`src/rtl/serial_subtractor.sv`:
```
// Bit-serial two's-complement subtractor: out_d = in_x - in_y, LSB first, one bit per clock.
// Optional macro SERIAL_SUBTRACTOR_ADDSUB_EN adds port in_sub (1 = subtract, 0 = add).
module serial_subtractor #(
  parameter int n = 4
) (
  input  logic         in_clk,
  input  logic         in_rst,
  input  logic         in_start,
`ifdef SERIAL_SUBTRACTOR_ADDSUB_EN
  input  logic         in_sub,
`endif
  input  logic [n-1:0] in_x,
  input  logic [n-1:0] in_y,
  output logic         out_busy,
  output logic         out_done,
  output logic [n-1:0] out_d,
  output logic         out_b,
  output logic         out_overflow
);

  localparam int CW = $clog2(n + 1);
  localparam logic [CW-1:0] LAST = CW'(n - 1);

  typedef enum logic [1:0] {IDLE, SHIFT, DONE} state_t;

  state_t state, state_next;

  logic [n-1:0]  x_sr, y_sr;
  logic [n-2:0]  d_sr;
  logic          x_msb, y_msb;
  logic          borrow;
  logic [CW-1:0] count;

  logic          accept, last_bit, sub_mode;
  logic          xi, yi, di, b_next, ov;
  logic [n-1:0]  d_full;

`ifdef SERIAL_SUBTRACTOR_ADDSUB_EN
  logic sub_q;

  always_ff @(posedge in_clk) begin
    if (in_rst)      sub_q <= 1'b1;
    else if (accept) sub_q <= in_sub;
  end

  assign sub_mode = sub_q;
`else
  assign sub_mode = 1'b1;
`endif

  always_ff @(posedge in_clk) begin
    if (in_rst) state <= IDLE;
    else        state <= state_next;
  end

  always_comb begin
    state_next = state;
    accept     = 1'b0;
    last_bit   = 1'b0;
    case (state)
      IDLE: begin
        accept = in_start;
        if (in_start) state_next = SHIFT;
      end
      SHIFT: begin
        last_bit = (count == LAST);
        if (last_bit) state_next = DONE;
      end
      DONE: begin
        accept     = in_start;
        state_next = in_start ? SHIFT : IDLE;
      end
      default: state_next = IDLE;
    endcase
  end

  // One full-subtractor (or full-adder) slice; the carry/borrow register is shared.
  always_comb begin
    xi     = x_sr[0];
    yi     = y_sr[0];
    di     = xi ^ yi ^ borrow;
    b_next = sub_mode ? ((~xi & yi) | (~(xi ^ yi) & borrow))
                      : ((xi & yi) | ((xi ^ yi) & borrow));
    d_full = {di, d_sr};
    ov     = sub_mode ? ((x_msb ^ y_msb) & (di ^ x_msb))
                      : (~(x_msb ^ y_msb) & (di ^ x_msb));
  end

  // Result outputs only move on the edge that enters DONE, so they hold across later operations.
  always_ff @(posedge in_clk) begin
    if (in_rst) begin
      x_sr         <= '0;
      y_sr         <= '0;
      d_sr         <= '0;
      x_msb        <= 1'b0;
      y_msb        <= 1'b0;
      borrow       <= 1'b0;
      count        <= '0;
      out_d        <= '0;
      out_b        <= 1'b0;
      out_overflow <= 1'b0;
    end else if (accept) begin
      x_sr   <= in_x;
      y_sr   <= in_y;
      d_sr   <= '0;
      x_msb  <= in_x[n-1];
      y_msb  <= in_y[n-1];
      borrow <= 1'b0;
      count  <= '0;
    end else if (state == SHIFT) begin
      x_sr   <= x_sr >> 1;
      y_sr   <= y_sr >> 1;
      d_sr   <= d_full[n-1:1];
      borrow <= b_next;
      count  <= count + CW'(1);
      if (last_bit) begin
        out_d        <= d_full;
        out_b        <= b_next;
        out_overflow <= ov;
      end
    end
  end

  assign out_busy = (state == SHIFT);
  assign out_done = (state == DONE);

endmodule

```
`config.mk`:
```
export PLATFORM = sky130hd
export DESIGN_NAME = serial_subtractor
export DESIGN_NICKNAME = d
export VERILOG_FILES = /design/src/rtl/serial_subtractor.sv
export SDC_FILE = /design/constraint.sdc
export NUM_CORES = 1
export LEC_CHECK = 0
export BUFFER_PORTS_ARGS = -buffer_cell sky130_fd_sc_hd__buf_2
export CELL_PAD_IN_SITES_DETAIL_PLACEMENT = 0
export CELL_PAD_IN_SITES_GLOBAL_PLACEMENT = 1
export CORE_MARGIN = 5
export CORE_UTILIZATION = 40
export CTS_BUF_LIST = sky130_fd_sc_hd__clkbuf_16
export CTS_CLUSTER_SIZE = 8
export DETAILED_ROUTE_END_ITERATION = 8
export MAX_ROUTING_LAYER = met4
export PLACE_DENSITY = 0.88
export SYNTH_ARGS = -nofsm -noshare
export SYNTH_HDL_FRONTEND = slang
export SYNTH_SLANG_ARGS = --single-unit
```
`constraint.sdc`:
```
create_clock -name in_clk -period 1.9 [get_ports in_clk]
set_clock_uncertainty 0.1 [all_clocks]
set_input_delay 0.19 -clock in_clk [delete_from_list [all_inputs] [get_ports in_clk]]
set_output_delay 0.19 -clock in_clk [all_outputs]
set_load 0.005 [all_outputs]
```
==> impl_metrics.py, run 1 <==
metrics = {
    "grt": {
        "top_usage_layer": "met2",
        "grt_max_degree": 22,
        "grtUsageMet3_pct": 1.86,
        "grt_pass1_wl_mm": 3.57,
        "grtUsageMet1_pct": 15.8,
        "grt-ovfl-total": 0,
        "grt_antenna_before_repair": 0,
        "grt_use_met2_pct": 20.8,
        "grt_pass1_vias": 819,
        "globalRouteTotalUtil_pct": 13.2,
    },
    "synthesis": {
        "yosys_warnings": 0,
        "syn_area_per_cell_um2": 9.34,
        "synth_fp_nets": 129,
        "ys_seq_area_share_pct": 46.6,
        "synth_seq_cells": 25,
        "synth_area_leaders": "dfxtp_1 (47%), nand2_1 (7.3%), a21oi_1 (6.5%)",
        "synthArstFlopShare_pct": 0,
        "yosys.area.top_type_share_pct": 46.6,
        "syn-cell-area_mm2": 0.00107,
        "syn_inst": 115,
        "post-synth-top-count-cell": "dfxtp_1",
        "yosys-top-cells-count": "dfxtp_1 (25), nand2_1 (21), a21oi_1 (14)",
        "yosysTopAreaCell": "dfxtp_1",
        "ys_types": 27,
        "synth-main-ff-cell": "dfxtp_1",
        "synth_edf_count": 0,
    },
    "clock_tree": {
        "post_cts_buffers": 0,
        "htree_levels": 1,
        "clockBufferDepth": 2,
        "clock_latency_ps": 250,
        "path_clk_slew_ps": 60,
        "cts_tree": "built",
        "postCtsResizedCells": 0,
        "cts_root_buf": "clkbuf_16",
        "cts.sink_count": 25,
        "cts_buffers": 3,
        "postCtsHoldBufs": 0,
    },
    "floorplan": {
        "die-area_mm2": 0.00382,
        "die_height_um": 61.8,
        "coreArea_mm2": 0.00252,
        "fp-row-count": 18,
        "die_x_um": 61.8,
        "start_util_pct": 42.6,
        "io_pins": 19,
    },
    "run": {
        "drv_cap": 0,
    },
    "worst_setup_path": {
        "critPathMaxStageDelay_ps": 350,
        "end_kind": "output pin",
        "critPathTopFamily": "buffers and inverters",
        "cp.required_ps": 1610,
        "slowest_stage": "dfxtp_1",
        "cp_max_fo": 21,
        "path_buf_inv": 2,
        "crit_type": "flip-flop to output pin",
        "worst_setup_path_start_kind": "flip-flop",
        "crit_chain": "nand2b_4, clkinv_2, buf_2",
        "crit_arrival_ps": 1350,
    },
    "place": {
        "place_inst": 156,
        "dpl_cell_area_mm2": 0.00114,
        "place_congestion": 0.735,
        "dpl_worst_slack_ps": 357,
        "place_hpwl_mm": 1.46,
        "port_buffers": 18,
    },
    "routing": {
        "avgViaCountPerCell": 5.05,
        "routed_wirelength_mm": 1.98,
        "drt_first_pass_iters": 4,
        "drcViolationCount": 0,
        "drt-wirelength-per-cell_um": 12.4,
        "drtAntennaViolNets": 0,
        "vias": 808,
        "drt_iter0_drc": 10,
    },
    "timing": {
        "rsz0062_at_grt": "no",
        "finalCriticalPeriod_ps": 1640,
        "hold_violations": 0,
        "fin_crit_sh_pct": 86.2,
        "worst_pin_slew_ps": 373,
        "fin_hold_ws_ps": 95.9,
        "setup_violations": 0,
        "timing.fmax_mhz": 611,
        "setup_tns_ps": 0,
        "max_slew_margin_pct": 75.1,
        "setup_slack_ps": 262,
        "slew_viol_final": 0,
    },
    "final_layout": {
        "stdcell_count": 160,
        "synthToLayoutAreaGrowth_pct": 13.2,
        "fillers": 254,
        "fin_area_mm2": 0.00121,
        "final_util_pct": 48.2,
        "antenna_cells": 0,
        "fin_nets": 145,
        "drive_gt1_share_pct": 24.6,
    },
    "pwr": {
        "p_leak_nw": 0.483,
        "powerDensity_mw_per_mm2": 940,
        "finalPower_mw": 1.14,
        "peakVddDrop_v": 0.000439,
    },
    "status": {
        "status": "finished, final reports clean",
    },
    "worst_hold_path": {
        "hp-class": "primary input to flip-flop",
    },
}
## path summary, 6_finish.rpt
| kind | start | to | slack [ps] | cells past startpoint |
|---|---|---|---|---|
| worst max-delay path | state[1] | out_busy | 260 | 3 |
| worst min-delay path | in_y[3] | y_sr[3] | 100 | 3 |
| worst max register to register | count[0] | out_overflow | 350 | 5 |
| worst min register to register | count[1] | count[1] | 360 | 2 |
## layout make-up
| cell class | instances | area (µm²) | area share [%] |
|---|---|---|---|
| Tap cell | 30 | 37.5 | 3.09 |
| Clock inverter | 1 | 3.75 | 0.309 |
| Sequential cell | 25 | 500 | 41.2 |
| Timing Repair Buffer | 19 | 97.6 | 8.03 |
| Multi-Input combinational cell | 78 | 484 | 39.9 |
| Clock buffer | 3 | 75.1 | 6.18 |
| Inverter | 4 | 16.3 | 1.34 |
## worst reg2reg max path: cells and delay by family (launching register included)
family / cells / cell delay [ps]
compound gates: 2 / 270
fa+ha+maj: 2 / 450
simple gates: 1 / 250
flops: 1 / 350
## where the power goes
part,total [mW],switching [mW],internal (mW)
registers,0.566,0.0163,0.549
clock network,0.446,0.165,0.281
logic,0.131,0.0770,0.0540
total,1.14,0.258,0.884
## sequential cells by signal, indices dropped and copies added (netlist names)
register,count
borrow,1
out_d,4
y_sr,4
y_msb,1
state,2
count,3
x_sr,4
out_overflow,1
out_b,1
x_msb,1
d_sr,3
## layer usage
layer  part of all wire, %  wire (µm)  vias to the layer above
li1                      -          -                      427
met1                    46        912                      360
met2                    48        955                       14
met3                   2.5         49                        7
met4                   3.2         64                        0
met5                     0          0                        -
## cells by family after synthesis
family                     after synthesis  synth area share (%)
AOI/OAI and AO/OA                       26                  17.5
and+or+nand+nor                         47                  21.7
adders and majority gates                3                  4.20
DFF                                     25                  46.6
xor gates and xnor gates                 1                 0.816
muxes                                    1                 0.932
buffers and inverters                   12                  8.27
## cell usage in the layout (no fill, tap or decap), drive strengths merged
master	synthesis	layout
nand2	21	21
inv	3	4
xnor2	1	1
buf	7	19
nor2	10	10
mux2i	1	1
clkbuf	1	3
o22ai	3	3
nand3b	2	2
fa	1	1
dfxtp	25	25
nand2b	3	3
a311oi	5	5
nor3	4	4
clkinv	1	1
ha	2	2
nand3	5	5
o21a	1	1
a211oi	3	3
a21oi	14	14
and2b	2	2
No activity file was read; power rests on OpenSTA's default activity.
==> inputs of run 2 (changes only) <==
--- a/config.mk
+++ b/config.mk
@@ -14,7 +14,7 @@
 export CTS_CLUSTER_SIZE = 8
 export DETAILED_ROUTE_END_ITERATION = 8
 export MAX_ROUTING_LAYER = met4
-export PLACE_DENSITY = 0.88
+export PLACE_DENSITY_LB_ADDON = 0.1
 export SYNTH_ARGS = -nofsm -noshare
 export SYNTH_HDL_FRONTEND = slang
 export SYNTH_SLANG_ARGS = --single-unit
==> impl_metrics.py, run 2 (same netlist as run 1, synthesis figures left out) <==
metrics = {
    "final_layout": {
        "synthToLayoutAreaGrowth_pct": 14.2,
        "fillers": 264,
        "fin_area_mm2": 0.00123,
        "top_regs": "out_d x4, x_sr x4, y_sr x4",
        "layout_commonest_cell": "dfxtp_1",
        "antenna_cells": 0,
        "register_area_um2": 500,
        "drive_gt1_share_pct": 26.0,
        "final_cell_mix": "dfxtp_1 (25), nand2_1 (21), buf_2 (18)",
        "fin_nets": 146,
        "multiInputGateArea_um2": 484,
    },
    "clock_tree": {
        "cts.sink_count": 25,
        "clockBufferDepth": 2,
        "htree_levels": 1,
        "postCtsResizedCells": 0,
        "clock_latency_ps": 260,
        "post_cts_buffers": 0,
        "path_clk_slew_ps": 60,
        "cts_buffers": 3,
        "cts_root_buf": "clkbuf_16",
        "cts_tree": "built",
        "postCtsHoldBufs": 0,
    },
    "timing": {
        "max_slew_margin_pct": 65.8,
        "rsz0062_at_grt": "no",
        "setup_tns_ps": 0,
        "timing.fmax_mhz": 623,
        "hold_violations": 0,
        "setup_slack_ps": 296,
        "worst_pin_slew_ps": 513,
        "fin_hold_ws_ps": 102,
        "setup_violations": 0,
        "finalCriticalPeriod_ps": 1600,
        "fin_crit_sh_pct": 84.4,
        "slew_viol_final": 0,
    },
    "floorplan": {
        "die_x_um": 61.8,
        "die_height_um": 61.8,
        "die-area_mm2": 0.00382,
        "io_pins": 19,
        "start_util_pct": 42.6,
        "fp-row-count": 18,
        "coreArea_mm2": 0.00252,
    },
    "routing": {
        "drt_iter0_drc": 19,
        "drt-wirelength-per-cell_um": 13.2,
        "drt_first_pass_iters": 2,
        "avgViaCountPerCell": 5.05,
        "vias": 813,
        "routed_wirelength_mm": 2.12,
        "drcViolationCount": 0,
        "drtAntennaViolNets": 0,
    },
    "grt": {
        "globalRouteTotalUtil_pct": 13.6,
        "grt-ovfl-total": 0,
        "grt_pass1_wl_mm": 3.71,
        "grt_antenna_before_repair": 0,
        "grt_pass1_vias": 814,
        "grt_max_degree": 22,
    },
    "worst_hold_path": {
        "hp-class": "primary input to flip-flop",
    },
    "worst_setup_path": {
        "end_kind": "flip-flop",
        "crit_type": "flip-flop to flip-flop",
        "worst_setup_path_start_kind": "flip-flop",
        "cp_max_fo": 8,
        "critPathMaxStageDelay_ps": 350,
        "slowest_stage": "dfxtp_1",
        "crit_chain": "ha_1, ha_1, nand3b_1, a21oi_1, a211oi_1",
        "crit_arrival_ps": 1630,
        "cp_common_cell": "ha_1",
        "cp.required_ps": 1930,
    },
    "status": {
        "status": "finished, final reports clean",
    },
    "place": {
        "dpl_cell_area_mm2": 0.00114,
        "port_buffers": 18,
        "dpl_worst_slack_ps": 293,
        "place_congestion": 0.652,
        "place_hpwl_mm": 1.45,
    },
    "pwr": {
        "finalPower_mw": 1.17,
        "powerDensity_mw_per_mm2": 957,
        "p_leak_nw": 0.482,
        "peakVddDrop_v": 0.000786,
    },
    "run": {
        "drv_cap": 0,
    },
}
==> run 2: cell count changes in the layout (fill, tap and decap cells not counted) <==
cell        delta
buf_4          +1
clkinvlp_4     +1
inv_1          -1
==> run 2: area by class of cell <==
type | count | area share (%)
Multi-Input combinational cell | 78 | 39.5
Timing Repair Buffer | 20 | 8.57
Sequential cell | 25 | 40.8
Clock inverter | 1 | 0.612
Inverter | 4 | 1.33
Tap cell | 30 | 3.06
Clock buffer | 3 | 6.12
==> run 2: stage by stage <==
step,util [%],std cells
after floorplan,-,115
after global placement,45.3,157
after detailed placement,45.3,157
after CTS,48.6,161
after global routing,48.6,161
final,48.6,161
==> run 2: power by group <==
group	switching [mW]	leakage (nW)	internal [mW]	total, mW
clock network	0.187	0.0371	0.286	0.472
registers	0.0160	0.204	0.549	0.565
logic	0.0798	0.241	0.0563	0.136
total	0.282	0.482	0.891	1.17
==> run 2: layer usage <==
layer,share of wire [%],track usage (%)
met5,0,-
met4,0.66,1.82
met3,5.1,4.96
met2,49,22.1
met1,45,16.5
==> run 2: worst paths after layout <==
kind | start | endpoint | slack [ps] | depth (start not counted)
min reg2reg | out_d[0] | out_d[0] | 350 | 2
max reg2reg | count[0] | out_overflow | 300 | 5
min | in_x[3] | x_msb | 100 | 3
max | count[0] | out_overflow | 300 | 5
==> run 2: worst max-delay path: cells and delay by family (launching register included) <==
kind	cells	cell delay [ps]
AND/OR/NAND/NOR	1	270
adder cells (fa/ha/maj)	2	470
AO/OA/AOI/OAI	2	280
flip-flops	1	350
